==> config.mk <==
export PLATFORM = sky130hd
export DESIGN_NAME = apb3_cmd_master
export DESIGN_NICKNAME = d
export VERILOG_FILES = /design/src/rtl/apb3_cmd_master.sv
export SDC_FILE = /design/constraint.sdc
export NUM_CORES = 1
export LEC_CHECK = 0
export ABC_AREA = 0
export BUFFER_PORTS_ARGS = -buffer_cell sky130_fd_sc_hd__buf_2
export CAP_MARGIN = 10
export CORE_AREA = 10 10 112 114
export CTS_BUF_LIST = sky130_fd_sc_hd__clkbuf_8 sky130_fd_sc_hd__clkbuf_16
export CTS_CLUSTER_SIZE = 16
export DETAILED_ROUTE_END_ITERATION = 8
export DIE_AREA = 0 0 122 124
export PLACE_DENSITY_LB_ADDON = 0.3
export SLEW_MARGIN = 20
export SYNTH_ARGS = -nofsm -noshare
export SYNTH_HDL_FRONTEND = slang
export SYNTH_SLANG_ARGS = --single-unit
==> constraint.sdc <==
create_clock -name PCLK -period 2.45 [get_ports PCLK]
set_clock_uncertainty 0.1 [all_clocks]
set_input_delay 0.1225 -clock PCLK [delete_from_list [all_inputs] [get_ports PCLK]]
set_output_delay 0.1225 -clock PCLK [all_outputs]
set_load 0.03 [all_outputs]
==> src/rtl/apb3_cmd_master.sv <==
// APB3 initiator: turns a valid/ready command into one APB3 read or write
// transfer and returns read data and error/timeout status on a held response.
module apb3_cmd_master #(
  parameter int ADDR_WIDTH     = 32,
  parameter int DATA_WIDTH     = 32,
  parameter int TIMEOUT_CYCLES = 256
) (
  input  logic                  PCLK,
  input  logic                  PRESETN,
  input  logic                  cmd_valid,
  output logic                  cmd_ready,
  input  logic                  cmd_write,
  input  logic [ADDR_WIDTH-1:0] cmd_addr,
  input  logic [DATA_WIDTH-1:0] cmd_wdata,
  output logic                  rsp_valid,
  input  logic                  rsp_ready,
  output logic [DATA_WIDTH-1:0] rsp_rdata,
  output logic                  rsp_err,
  output logic                  rsp_timeout,
  output logic                  PSEL,
  output logic                  PENABLE,
  output logic                  PWRITE,
  output logic [ADDR_WIDTH-1:0] PADDR,
  output logic [DATA_WIDTH-1:0] PWDATA,
  input  logic [DATA_WIDTH-1:0] PRDATA,
  input  logic                  PREADY,
  input  logic                  PSLVERR
);

  // state  | meaning
  // IDLE   | waiting for a command, cmd_ready high
  // SETUP  | APB setup phase (PSEL=1, PENABLE=0)
  // ACCESS | APB access phase, waiting for PREADY or timeout
  // RESP   | response held on rsp_* until rsp_ready
  typedef enum logic [1:0] {S_IDLE, S_SETUP, S_ACCESS, S_RESP} state_t;

  // Counter is at least 8 bits and widens to hold TIMEOUT_CYCLES.
  localparam int CW = ($clog2(TIMEOUT_CYCLES + 1) > 8) ? $clog2(TIMEOUT_CYCLES + 1) : 8;
  localparam logic [CW-1:0] TC_LAST = (TIMEOUT_CYCLES == 0) ? '0 : CW'(TIMEOUT_CYCLES - 1);

  state_t                state_q, state_d;
  logic [ADDR_WIDTH-1:0] paddr_q, paddr_d;
  logic [DATA_WIDTH-1:0] pwdata_q, pwdata_d;
  logic                  pwrite_q, pwrite_d;
  logic [DATA_WIDTH-1:0] rdata_q, rdata_d;
  logic                  err_q, err_d;
  logic                  tmo_q, tmo_d;
  logic [CW-1:0]         wait_cnt_q, wait_cnt_d;
  logic                  tmo_hit;

  // The abort lands on the T-th consecutive edge that samples PREADY low.
  assign tmo_hit = (TIMEOUT_CYCLES != 0) && (wait_cnt_q == TC_LAST);

  always_ff @(posedge PCLK or negedge PRESETN) begin
    if (!PRESETN) begin
      state_q    <= S_IDLE;
      paddr_q    <= '0;
      pwdata_q   <= '0;
      pwrite_q   <= 1'b0;
      rdata_q    <= '0;
      err_q      <= 1'b0;
      tmo_q      <= 1'b0;
      wait_cnt_q <= '0;
    end else begin
      state_q    <= state_d;
      paddr_q    <= paddr_d;
      pwdata_q   <= pwdata_d;
      pwrite_q   <= pwrite_d;
      rdata_q    <= rdata_d;
      err_q      <= err_d;
      tmo_q      <= tmo_d;
      wait_cnt_q <= wait_cnt_d;
    end
  end

  always_comb begin
    state_d    = state_q;
    paddr_d    = paddr_q;
    pwdata_d   = pwdata_q;
    pwrite_d   = pwrite_q;
    rdata_d    = rdata_q;
    err_d      = err_q;
    tmo_d      = tmo_q;
    wait_cnt_d = wait_cnt_q;
    case (state_q)
      S_IDLE: begin
        if (cmd_valid) begin
          paddr_d    = cmd_addr;
          pwdata_d   = cmd_wdata;
          pwrite_d   = cmd_write;
          wait_cnt_d = '0;
          state_d    = S_SETUP;
        end
      end
      S_SETUP: state_d = S_ACCESS;
      S_ACCESS: begin
        if (PREADY) begin
          err_d   = PSLVERR;
          rdata_d = (!pwrite_q && !PSLVERR) ? PRDATA : '0;
          tmo_d   = 1'b0;
          state_d = S_RESP;
        end else if (tmo_hit) begin
          err_d   = 1'b1;
          rdata_d = '0;
          tmo_d   = 1'b1;
          state_d = S_RESP;
        end else if (wait_cnt_q != '1) begin
          wait_cnt_d = wait_cnt_q + CW'(1);
        end
      end
      S_RESP: begin
        if (rsp_ready) state_d = S_IDLE;
      end
      default: state_d = S_IDLE;
    endcase
  end

  assign cmd_ready   = (state_q == S_IDLE) && PRESETN;
  assign PSEL        = (state_q == S_SETUP) || (state_q == S_ACCESS);
  assign PENABLE     = (state_q == S_ACCESS);
  assign rsp_valid   = (state_q == S_RESP);
  assign PADDR       = paddr_q;
  assign PWDATA      = pwdata_q;
  assign PWRITE      = pwrite_q;
  assign rsp_rdata   = rdata_q;
  assign rsp_err     = err_q;
  assign rsp_timeout = tmo_q;

endmodule
==> flow_summary.yaml <==
outcome:
  status: "finished, final reports clean"
cells_and_area:
  stdcell_area_sq_mm: 0.00688
  nets: 722
  utilization: 0.672
  fill_cells: 750
  areaGrowthSynthToFinish_pct: 60.6
  drive_gt1_frac: 0.520
sta:
  setup_viol: 0
  maxSlewViolCount: 0
  fmax_ghz: 0.419
  finalWorstSetupSlack_ns: 0.0657
  timing.slew.headroom: 0.648
  fin_crit_sh: 0.973
  period_needed_ns: 2.38
  tightest_slew_ns: 0.528
  hold_viol: 0
setup_path:
  cpMostUsedCell: "and3_4"
  r2r_cells: 9
  reg2reg_setup_slack_ns: 0.07
  cp_data_arrival_time_ns: 2.59
  worst-path-buf-inv: 1
  critPathMaxStageDelay_ns: 0.40
  critPathCaptureType: "flop"
  r2r-end: "wait_cnt_q[5]$_DFFE_PN0P_"
  cp_slowest_cell: "dfrtp_1"
  path_delay_family: "simple AND/OR/NAND/NOR gates"
  path_max_fanout: 6
  cp-start-kind: "flop"
  path_cells: "and3_4, and2_4, and3_4, ha_4, nor4b_4, o21ai_2, buf_4, or3_4, a21oi_2"
  crit_required_ns: 2.65
  critPathKind: "flop to flop"
  r2r-start: "wait_cnt_q[4]$_DFFE_PN0P_"
drt:
  wl_met3_um: 906
  first_pass_iters: 4
  final_antenna_net_count: 0
  wl_met2_um: 7640
  drc_errors: 0
  wl_per_cell_um: 18.0
  num_vias: 3652
  drt_iter0_drc: 205
  highest_layer: "met4"
  wl_met1_um: 4790
  via_per_inst: 4.84
  drt-total-wl_um: 13600
synthesis:
  yosys.area.top_type: "dfrtp_1"
  synth_area_per_cell_sq_um: 14.7
  synth_area_sq_mm: 0.00428
  synth_cell_types: 32
  synthTopCellsByCount: "dfrtp_1, mux2_2, a22o_1"
  ys_async_sr_fraction: 1.00
  ys_seq_elements: 110
  yosysWarnings: 0
  synth_top_area_frac: 0.643
  synth_nets: 401
  netlist_instances: 291
  ys_top_cells_by_area: "dfrtp_1, mux2_2, a22o_1"
  synth_edf_count: 0
  ys.flop_type: "dfrtp_1"
  yosysMostFrequentCell: "dfrtp_1"
  seq_area_frac_synth: 0.643
place:
  gp_congestion: 0.787
  placed_cell_area_sq_mm: 0.00560
  dp_hpwl_um: 9080
  io_buffers: 205
  dp_slack_ns: 0.0169
die:
  die_w_um: 122
  rows: 37
  core_area_sq_mm: 0.0102
  die_area_sq_mm: 0.0151
  pin_count: 206
  dieHeight_um: 124
  initial_core_util: 0.418
cts:
  cts.path.max_buffers: 2
  clock-sinks: 110
  clk_pin_slew_ns: 0.10
  htree_levels: 3
  cts_tree: "done"
  clockRootBuffer: "clkbuf_8"
  cts_made_buffers: 9
  clock_latency_ns: 0.37
global_routing:
  grt_pass1_wl_um: 21000
  antenna_found_initial: 1
  overflow: 0
  grt_max_degree: 51
  grt_usage: 0.176
  grt_pass1_vias: 4086
worst_hold_path:
  hold_path.class: "input pin to async pin"
power:
  cellPowerDensity_mw_per_mm2: 1280
  vdd_drop_max_v: 0.000735
  p_leak_uw: 0.00346
job:
  maxCapViolations: 0
[power by group]
group	internal [uW]	switching, uW	total, uW	leakage, uW
registers	2640	423	3070	0.00137
logic	1700	2870	4570	0.00198
clock network	580	604	1180	0.000114
total	4930	3890	8820	0.00346
[final cells by class]
type | instances | area [sq um] | share of cell area
Tap cell | 136 | 170 | 0.0247
Antenna cell | 1 | 2.50 | 0.000364
Sequential cell | 110 | 2750 | 0.400
Timing Repair Buffer | 325 | 2220 | 0.322
Multi-Input combinational cell | 160 | 1490 | 0.217
Clock inverter | 7 | 96.3 | 0.0140
Clock buffer | 9 | 124 | 0.0180
Inverter | 6 | 22.5 | 0.00328
[cells by family after synthesis]
logic type                 share of synthesized area
and+or+nand+nor                               0.0453
xor gates and xnor gates                     0.00205
muxes                                          0.174
AOI/OAI and AO/OA                             0.0953
buffers and inverters                         0.0205
adders and majority gates                     0.0205
DFF                                            0.643
[registers in the layout, indices dropped and copies added (netlist names)]
| name | cells |
|---|---|
| rsp_err | 1 |
| PWRITE | 1 |
| PWDATA | 32 |
| PADDR | 32 |
| rsp_rdata | 32 |
| state_q | 2 |
| wait_cnt_q | 9 |
| rsp_timeout | 1 |
[placed cells by master (no fill, tap or decap), types with 2 or more instances in the layout]
| cell type | synthesis | layout |
|---|---|---|
| mux2_2 | 66 | 66 |
| clkinv_4 | 0 | 2 |
| buf_12 | 0 | 3 |
| bufinv_16 | 0 | 2 |
| dlygate4sd3_1 | 0 | 100 |
| a22o_1 | 32 | 32 |
| and3_4 | 0 | 2 |
| nor2_1 | 4 | 4 |
| nand2b_1 | 2 | 2 |
| ha_1 | 7 | 4 |
| o21ai_2 | 1 | 2 |
| or4_1 | 2 | 2 |
| a21oi_1 | 8 | 7 |
| dfrtp_1 | 110 | 110 |
| inv_1 | 6 | 6 |
| buf_4 | 0 | 18 |
| o21ai_0 | 5 | 4 |
| nand2_1 | 8 | 7 |
| clkbuf_8 | 0 | 9 |
| clkinv_2 | 0 | 2 |
| ha_2 | 0 | 2 |
| buf_2 | 7 | 204 |
| o211ai_1 | 2 | 2 |
| nand3_1 | 5 | 5 |
[metal layers]
| layer | GRT usage | vias up |
|---|---|---|
| met2 | 0.334 | 124 |
| met5 | 0 | - |
| li1 | - | 1691 |
| met4 | 0.0708 | 0 |
| met1 | 0.177 | 1817 |
| met3 | 0.0498 | 20 |
[worst max path at each step]
stage / start / end / slack [ns] / cells past startpoint
after floorplan: wait_cnt_q[0]$_DFFE_PN0P_ / wait_cnt_q[3]$_DFFE_PN0P_ / 0.13 / 9
after global placement: wait_cnt_q[4]$_DFFE_PN0P_ / wait_cnt_q[5]$_DFFE_PN0P_ / 0.10 / 9
after detailed placement: wait_cnt_q[3]$_DFFE_PN0P_ / wait_cnt_q[5]$_DFFE_PN0P_ / 0.02 / 9
after CTS: wait_cnt_q[4]$_DFFE_PN0P_ / wait_cnt_q[5]$_DFFE_PN0P_ / 0.007 / 9
after global routing: wait_cnt_q[4]$_DFFE_PN0P_ / wait_cnt_q[5]$_DFFE_PN0P_ / -0.02 / 9
final: wait_cnt_q[4]$_DFFE_PN0P_ / wait_cnt_q[5]$_DFFE_PN0P_ / 0.07 / 9
[stage by stage]
| step | total power (uW) | hold slack [ns] | TNS [ns] | std cells |
|---|---|---|---|---|
| 2_1_floorplan | 6020 | -0.273 | 0 | 291 |
| 3_3_place_gp | 7400 | -0.0813 | 0 | 635 |
| 3_5_place_dp | 7540 | -0.0719 | 0 | 635 |
| 4_1_cts | 8880 | 0.0487 | 0 | 752 |
| 5_1_grt | 9340 | 0.0815 | -0.0296 | 754 |
| 6_report | 8820 | 0.0643 | 0 | 754 |
[repair_timing]
action                                  CTS  global route
pin swaps                                 1             3
endpoints found under the setup margin    2             3
hold endpoints to repair                166             0
gates resized for setup                   0            10
hold buffers                            100             0
buffers inserted                          1             1
Note: power is estimated with default switching activity, not from simulation.
